## src/rtl/vec_cache_wdb_fill.sv

```systemverilog
// Gathers BEATS write-data beats into one WDB line and writes it to a pre-allocated entry.
// The first beat and its WDB entry are accepted together; a last/count mismatch is flagged but still written.
module vec_cache_wdb_fill #(
    parameter int BEAT_WIDTH      = 256,
    parameter int LINE_WIDTH      = 1024,
    parameter int ENTRY_IDX_WIDTH = 5,
    parameter int TXN_ID_WIDTH    = 8
) (
    input  logic                       clk,
    input  logic                       rst_n,
    input  logic                       in_vld,
    output logic                       in_rdy,
    input  logic [BEAT_WIDTH-1:0]      in_data,
    input  logic                       in_last,
    input  logic [TXN_ID_WIDTH-1:0]    in_txn_id,
    input  logic                       alloc_vld,
    output logic                       alloc_rdy,
    input  logic [ENTRY_IDX_WIDTH-1:0] alloc_idx,
    output logic                       wdb_vld,
    input  logic                       wdb_rdy,
    output logic [ENTRY_IDX_WIDTH-1:0] wdb_entry_id,
    output logic [LINE_WIDTH-1:0]      wdb_data,
    output logic                       done_vld,
    output logic [ENTRY_IDX_WIDTH-1:0] done_entry_id,
    output logic [TXN_ID_WIDTH-1:0]    done_txn_id,
    output logic                       err_pulse
);

    localparam int BEATS = LINE_WIDTH / BEAT_WIDTH;
    localparam int CNT_W = (BEATS > 1) ? $clog2(BEATS) : 1;
    localparam logic [CNT_W-1:0] LAST_BEAT = CNT_W'(BEATS - 1);

    localparam logic [1:0] IDLE  = 2'd0;
    localparam logic [1:0] FILL  = 2'd1;
    localparam logic [1:0] WRITE = 2'd2;

    logic [1:0]                 state_reg, state_next;
    logic [CNT_W-1:0]           cnt_reg, cnt_next;
    logic [LINE_WIDTH-1:0]      line_reg, line_next;
    logic [ENTRY_IDX_WIDTH-1:0] entry_reg;
    logic [TXN_ID_WIDTH-1:0]    txn_reg;
    logic                       done_vld_reg;
    logic [ENTRY_IDX_WIDTH-1:0] done_entry_reg;
    logic [TXN_ID_WIDTH-1:0]    done_txn_reg;
    logic                       err_reg;

    logic first_beat;
    logic beat_acc;
    logic at_last_beat;
    logic final_beat;
    logic len_err;
    logic wdb_fire;

    assign first_beat   = (state_reg == IDLE) && in_vld && alloc_vld;
    assign beat_acc     = first_beat || ((state_reg == FILL) && in_vld);
    assign at_last_beat = (cnt_reg == LAST_BEAT);
    assign final_beat   = beat_acc && (in_last || at_last_beat);
    assign len_err      = beat_acc && (in_last != at_last_beat);
    assign wdb_fire     = (state_reg == WRITE) && wdb_rdy;

    // Ready terms are gated by rst_n so both read 0 while reset is held.
    assign in_rdy    = rst_n && (((state_reg == IDLE) && alloc_vld) || (state_reg == FILL));
    assign alloc_rdy = rst_n && (state_reg == IDLE) && in_vld;

    assign wdb_vld       = (state_reg == WRITE);
    assign wdb_entry_id  = entry_reg;
    assign wdb_data      = line_reg;
    assign done_vld      = done_vld_reg;
    assign done_entry_id = done_entry_reg;
    assign done_txn_id   = done_txn_reg;
    assign err_pulse     = err_reg;

    // A first beat clears every slot it does not write, so short lines stay zero-padded.
    genvar gi;
    generate
        for (gi = 0; gi < BEATS; gi++) begin : g_beat
            always_comb begin
                if (beat_acc && (cnt_reg == CNT_W'(gi))) begin
                    line_next[gi*BEAT_WIDTH +: BEAT_WIDTH] = in_data;
                end else if (first_beat) begin
                    line_next[gi*BEAT_WIDTH +: BEAT_WIDTH] = '0;
                end else begin
                    line_next[gi*BEAT_WIDTH +: BEAT_WIDTH] = line_reg[gi*BEAT_WIDTH +: BEAT_WIDTH];
                end
            end
        end
    endgenerate

    always_comb begin
        state_next = state_reg;
        cnt_next   = cnt_reg;
        case (state_reg)
            IDLE, FILL: begin
                if (beat_acc) begin
                    if (final_beat) begin
                        state_next = WRITE;
                    end else begin
                        state_next = FILL;
                        cnt_next   = cnt_reg + CNT_W'(1);
                    end
                end
            end
            WRITE: begin
                if (wdb_rdy) begin
                    state_next = IDLE;
                    cnt_next   = '0;
                end
            end
            default: begin
                state_next = IDLE;
                cnt_next   = '0;
            end
        endcase
    end

    always_ff @(posedge clk or negedge rst_n) begin
        if (!rst_n) begin
            state_reg      <= IDLE;
            cnt_reg        <= '0;
            line_reg       <= '0;
            entry_reg      <= '0;
            txn_reg        <= '0;
            done_vld_reg   <= 1'b0;
            done_entry_reg <= '0;
            done_txn_reg   <= '0;
            err_reg        <= 1'b0;
        end else begin
            state_reg    <= state_next;
            cnt_reg      <= cnt_next;
            line_reg     <= line_next;
            done_vld_reg <= wdb_fire;
            err_reg      <= len_err;
            if (first_beat) begin
                entry_reg <= alloc_idx;
                txn_reg   <= in_txn_id;
            end
            if (wdb_fire) begin
                done_entry_reg <= entry_reg;
                done_txn_reg   <= txn_reg;
            end
        end
    end

endmodule

```

## config.mk

```make
export PLATFORM = sky130hd
export DESIGN_NAME = vec_cache_wdb_fill
export DESIGN_NICKNAME = d
export VERILOG_FILES = /design/src/rtl/vec_cache_wdb_fill.sv
export SDC_FILE = /design/constraint.sdc
export NUM_CORES = 1
export LEC_CHECK = 0
export ABC_AREA = 1
export BUFFER_PORTS_ARGS = -buffer_cell sky130_fd_sc_hd__buf_2
export CORE_AREA = 8 8 506 508
export DETAILED_ROUTE_END_ITERATION = 12
export DIE_AREA = 0 0 514 516
export SYNTH_ARGS = -nofsm -noshare
export SYNTH_HDL_FRONTEND = slang
export SYNTH_SLANG_ARGS = --single-unit
export TNS_END_PERCENT = 10
```

## constraint.sdc

```tcl
create_clock -name clk -period 1.42 [get_ports clk]
set_input_delay 0.213 -clock clk [delete_from_list [all_inputs] [get_ports clk]]
set_output_delay 0.213 -clock clk [all_outputs]
set_load 0.05 [all_outputs]
```

==> results of run 1 <==
-- power by group --
group | total, µW | internal (µW) | switching [µW]
Combinational | 81900 | 20900 | 61000
Clock | 32800 | 19000 | 13800
Sequential | 46500 | 40000 | 6450
Total | 161000 | 80000 | 81200
-- critical path, stage by stage, from the launching register on --
cell and delay [ns]:
dfrtp_1 0.40, buf_6 0.14, nor4_4 0.36, buf_6 0.21
-- through the flow --
stage	setup slack (ns)	util	cell area [µm²]	total power (µW)
floorplan	-0.214	-	41500	97500
global placement	-0.413	0.221	54700	120000
detailed placement	-0.407	0.221	54700	121000
CTS	-0.769	0.258	63900	158000
global route	-0.785	0.271	67100	168000
finish	-0.689	0.271	67100	161000
-- repair_timing --
action                                  4_1_cts  5_1_grt
hold endpoints to repair                   2112        1
gates cloned                                 27       73
endpoints found under the setup margin     2084     2102
pin swaps                                     6       36
gates resized for setup                     314      312
setup buffers                                43       35
-- final cells by class --
class,count,share of cell area
Antenna cell,10,0.000373
Timing Repair inverter,3,0.000764
Tap cell,3330,0.0621
Timing Repair Buffer,2108,0.270
Inverter,31,0.00315
Clock inverter,55,0.0121
Multi-Input combinational cell,3156,0.209
Clock buffer,160,0.0490
Sequential cell,1056,0.394
-- synthesized netlist by cell type, drive strengths merged --
cell,n
nor2,18
nor4,1
nand2,2074
buf,319
dfrtp,1056
nand3,1028
clkbuf,23
nand4,2
ha,5
nor3,1
a21oi,13
inv,31
o21ai,14
-- kinds of logic (layout without fill, tap and decap cells) --
kind of cell / count (synthesis) / after routing
and+or+nand+nor: 3124 / 3124
DFF: 1056 / 1056
buffers and inverters: 373 / 2357
AOI/OAI and AO/OA: 27 / 27
adders and majority gates: 5 / 5
other: 0 / 10
-- per-layer routing --
layer  track usage  routed length, µm  vias to the layer above
met4        0.0739              13600                        6
met5             0                 50                        -
met2         0.268             118000                     2428
li1              -                  -                    18569
met1         0.208             101000                    21032
met3        0.0681              28900                      485
-- worst paths after layout --
kind,from,to
min in group asynchronous,rst_n,wdb_data[681]
max in group asynchronous,rst_n,wdb_data[855]
min reg2reg,done_entry_id[2],done_entry_id[2]
max reg2reg,state_reg[0],wdb_data[519]
max,state_reg[0],alloc_rdy
min,in_vld,state_reg[1]
==> impl_metrics.yaml, run 1 <==
outcome:
  status: "complete, but fails checks"
  violations: "negative hold slack, negative setup slack"
final_layout:
  nNetsFinal: 6752
  seqCellArea_um2: 26400
  syn_to_final_growth_pct: 61.7
  final_cell_mix: "nand2_1 (1974), buf_2 (1243), dfrtp_1 (1048), nand3_1 (965), dlygate4sd3_1 (273)"
  final_common_cell: "nand2_1"
  nFillCells: 26147
  largest_reg_flops: 1024
  post_layout_nonfiller_instances: 9909
  multi_input_area_um2: 14000
  drive_gt1_frac: 0.338
cts:
  cts_tree: "built"
  htreeDepth: 3
  clkLatencyLatePin_ns: 0.78
  hold_buffers: 273
  cts.sink_count: 1056
  clk_pin_slew_ns: 0.06
  cts_root_buffer: "clkbuf_16"
  numCtsBuffers: 116
  ctsLongestPathBuffers: 3
timing:
  timing.setup.tns_ns: -757.26
  fin_skew_ns: 0.0791
  hold_slack_ns: -0.00430
  min_period_ns: 2.11
  finalSetupViolations: 2102
  drv_slew: 0
  fin_crit_sh: 1.49
  rsz0062_at_grt: "true"
  hold_viol: 1
  fin_ws_ns: -0.689
  slew_headroom: 0.646
  max_freq_ghz: 0.474
  worst_slew_pin_slew_ns: 0.531
hold_path:
  min_path_type: "primary input to flip-flop"
  holdPathStages: 6
synth:
  synth.top_cell.area_share: 0.637
  synth.distinct_cells: 22
  synth_xor_area_frac: 0
  syn_inst: 4585
  yosys_warnings: 0
  ys_ff_latch: 1056
  ys_top_cells_by_area: "dfrtp_1 (64%), nand2_1 (19%), nand3_1 (12%)"
  synth-simple-area-share: 0.315
  synth_nets: 4865
  synth.area.mux_share: 0
  ys_seq_area_frac: 0.637
  synthAdderAreaFrac: 0.00151
  syn_area_um2: 41500
  synth_area_per_cell_um2: 9.05
  synth_top_cell_by_area: "dfrtp_1"
  synth_top_family_by_area: "simple AND/OR/NAND/NOR gates"
  synth-compound-area-share: 0.00325
setup_path:
  worst-setup-path-type: "flip-flop to primary output"
  rrSetupSlack_ns: -0.65
  cp.arrival_ns: 1.90
  end_kind: "primary output"
  startpoint_type: "flip-flop"
  reg2reg_depth: 14
  crit_path_max_fanout: 3
  critPathRequiredTime_ns: 1.21
routing:
  via_per_inst: 4.29
  drt_iter0_drc: 3863
  route.detailed.drc: 0
  wl_per_cell_um: 26.4
  postRouteAntennaNets: 0
  first_pass_iters: 6
  wl_mm: 261
  via_count: 42520
placement:
  placedCellCount: 9237
  post-dp-hpwl_mm: 180
  portBuffers: 1321
  place_congestion: 0.891
pwr:
  power.leakage_uw: 0.0373
  powerDensity_nw_per_um2: 2400
  ir_drop_uv: 1600
floorplan:
  rows: 183
  dieArea_um2: 265000
  ioPinCount: 1322
  die_w_um: 514
  start_util: 0.168
  die_y_um: 516
  core_um2: 248000
global_route:
  grtUsageTotal: 0.171
  overflow: 0
  antenna_found_initial: 20
  grt_pass1_wl_mm: 329
  grt_pass1_vias: 41806
  grt_max_degree: 87
job:
  drv_cap: 0
Note: power is estimated with default switching activity, not from simulation.
==> run 2, diff against run 1 <==
--- a/config.mk
+++ b/config.mk
@@ -5,11 +5,12 @@
 export SDC_FILE = /design/constraint.sdc
 export NUM_CORES = 1
 export LEC_CHECK = 0
-export ABC_AREA = 1
 export BUFFER_PORTS_ARGS = -buffer_cell sky130_fd_sc_hd__buf_2
-export CORE_AREA = 8 8 506 508
+export CORE_AREA = 8 8 502 504
+export CTS_CLUSTER_DIAMETER = 120
 export DETAILED_ROUTE_END_ITERATION = 12
-export DIE_AREA = 0 0 514 516
+export DIE_AREA = 0 0 510 512
+export GPL_ROUTABILITY_DRIVEN = 0
 export SYNTH_ARGS = -nofsm -noshare
 export SYNTH_HDL_FRONTEND = slang
 export SYNTH_SLANG_ARGS = --single-unit
==> run 2 against run 1 <==
Effect of this change: the flow finishes with violations (negative setup slack); area after synthesis down 9.3%; clock power down 4%; via count down 21%; global-route usage down 0.51 points; utilization down 1.8 points; setup slack better by 0.045 ns; maximum frequency up 2.2%; die area down 1.5%; largest power group unchanged.
==> impl_metrics.yaml, run 2 <==
placement:
  placed_area_um2: 50400
  dp_slack_ns: -0.496
  post-dp-hpwl_mm: 161
  portBuffers: 1321
synth:
  synth.distinct_cells: 29
  synth_edf_count: 0
  syn_inst: 2378
  synth_most_common_cell: "dfrtp_1"
  ys_ff_latch: 1056
  synth.top_cell.area_share: 0.702
  synth_ff_type: "dfrtp_1"
  syn_area_um2: 37700
  synth_nets: 2658
  ys_async_sr_fraction: 1.00
  yosys_warnings: 0
  ys_top_cells_by_area: "dfrtp_1 (70%), a22o_1 (24%), buf_6 (2.1%)"
  synth_common_cells: "dfrtp_1 (1056), a22o_1 (1024), buf_2 (139), buf_6 (70), mux2_2 (17)"
  ys_seq_area_frac: 0.702
  synth_top_cell_by_area: "dfrtp_1"
  synth_area_per_cell_um2: 15.8
routing:
  via_count: 33421
  drt_iter0_drc: 3227
  first_pass_iters: 7
  route.detailed.drc: 0
  via_per_inst: 4.35
  postRouteAntennaNets: 0
  wl_per_cell_um: 30.1
  wl_mm: 231
final_layout:
  largest_reg_flops: 1024
  drive_gt1_frac: 0.467
  nFillCells: 25051
  multi_input_area_um2: 9750
  final_common_cell: "buf_2"
  stdcell_area_um2: 61900
  seqCellArea_um2: 26400
  nNetsFinal: 4643
  syn_to_final_growth_pct: 64.3
  final_cell_mix: "buf_2 (1275), dfrtp_1 (1042), a22o_1 (1024), dlygate4sd3_1 (274), buf_4 (177)"
timing:
  rsz0062_at_grt: "true"
  max_freq_ghz: 0.485
  drv_slew: 0
  min_period_ns: 2.06
  finalSetupViolations: 2591
  timing.setup.tns_ns: -738.68
  fin_crit_sh: 1.45
  slew_headroom: 0.306
  hold_slack_ns: 0.125
  hold_viol: 0
  fin_ws_ns: -0.644
  fin_skew_ns: 0.0606
  worst_slew_pin_slew_ns: 1.04
setup_path:
  crit_path_cell_trace: "buf_6 -> buf_6 -> nor3b_4 -> buf_12"
  rrSetupSlack_ns: -0.61
  critPathRequiredTime_ns: 1.21
  reg2reg_depth: 10
  crit_path_max_fanout: 4
  slowest_delay_ns: 0.43
  cp.arrival_ns: 1.85
  critPathSlowestCell: "dfrtp_2"
  end_kind: "primary output"
  worst-setup-path-type: "flip-flop to primary output"
  worst_path_most_repeated_cell: "buf_6"
  worstReg2RegEnd: "wdb_data[981]"
  startpoint_type: "flip-flop"
  timing.rr.start: "state_reg[1]"
outcome:
  violations: "negative setup slack"
  status: "complete, but fails checks"
cts:
  numCtsBuffers: 116
  cts_root_buffer: "clkbuf_16"
  ctsLongestPathBuffers: 3
  cts.sink_count: 1056
  clkLatencyLatePin_ns: 0.75
  clk_pin_slew_ns: 0.06
  htreeDepth: 3
  cts_tree: "built"
floorplan:
  die_w_um: 510
  core_um2: 244000
  rows: 182
  dieArea_um2: 261000
  die_y_um: 512
  ioPinCount: 1322
  start_util: 0.154
pwr:
  powerDensity_nw_per_um2: 2650
  power.leakage_uw: 0.0319
  ir_drop_uv: 2070
job:
  drv_cap: 0
hold_path:
  whs_endpoint: "state_reg[1]"
  hp-start: "alloc_vld"
  min_path_type: "primary input to flip-flop"
  holdPathStages: 5
global_route:
  grt_pass1_vias: 34485
  overflow: 0
  grtUsageTotal: 0.166
  grt_max_degree: 72
  antenna_found_initial: 28
  grt_pass1_wl_mm: 304
## run 2: power breakdown
part	internal [µW]	switching, µW	total [µW]
sequential	41300	8080	49400
clock	17600	13800	31400
combinational	23700	59500	83100
## run 2: how the worst max path moves through the flow
stage	slack, ns	start	to	cells past startpoint
detailed placement	-0.50	cnt_reg[0]	wdb_data[47]	6
floorplan	-0.08	cnt_reg[0]	wdb_data[100]	7
global route	-0.74	state_reg[0]	alloc_rdy	4
CTS	-0.76	state_reg[0]	alloc_rdy	4
finish	-0.64	state_reg[0]	alloc_rdy	4
global placement	-0.54	cnt_reg[0]	wdb_data[204]	6
## run 2: routing by layer
layer	vias up	global-route usage	wire length, µm
met3	447	0.0533	23500
met2	2233	0.271	107000
li1	13318	-	-
met4	0	0.0737	11400
met5	-	0	0
met1	17423	0.199	88700
## run 2: kinds of logic after synthesis
kind of cell,Yosys count,synth area share
buffers and inverters,234,0.0432
adder cells (fa/ha/maj),5,0.00166
AND/OR/NAND/NOR,22,0.00495
AO/OA/AOI/OAI,1034,0.240
flip-flops,1056,0.702
multiplexers,27,0.00807
## run 2: what timing repair did
item / 4_1_cts / 5_1_grt
buffers inserted: 82 / 27
gates resized for setup: 279 / 124
gates cloned: 70 / 27
hold buffers: 274 / 0
endpoints found under the setup margin: 2101 / 2636
endpoints found under the hold margin: 2061 / 0
pin swaps: 54 / 84
## run 2: cell type report
type	count	share of cell area
well taps	3220	0.0651
clock buffers	152	0.0520
inverters	6	0.000364
clock inverters	62	0.0119
multi-input cells	1088	0.158
repair buffers	2095	0.285
diodes	8	0.000324
flip-flops and latches	1056	0.427
## run 2: critical path, delay by kind of cell (launching register included)
kind / cells / cell delay (ns)
flip-flops: 1 / 0.43
buffers and inverters: 3 / 0.41
AND/OR/NAND/NOR: 1 / 0.24
## run 2: per-stage QoR
step	total power, µW	utilization	instances
floorplan	99600	-	2378
global placement	125000	0.206	7000
detailed placement	125000	0.206	7000
CTS	164000	0.249	7640
global route	170000	0.253	7683
finish	164000	0.253	7687
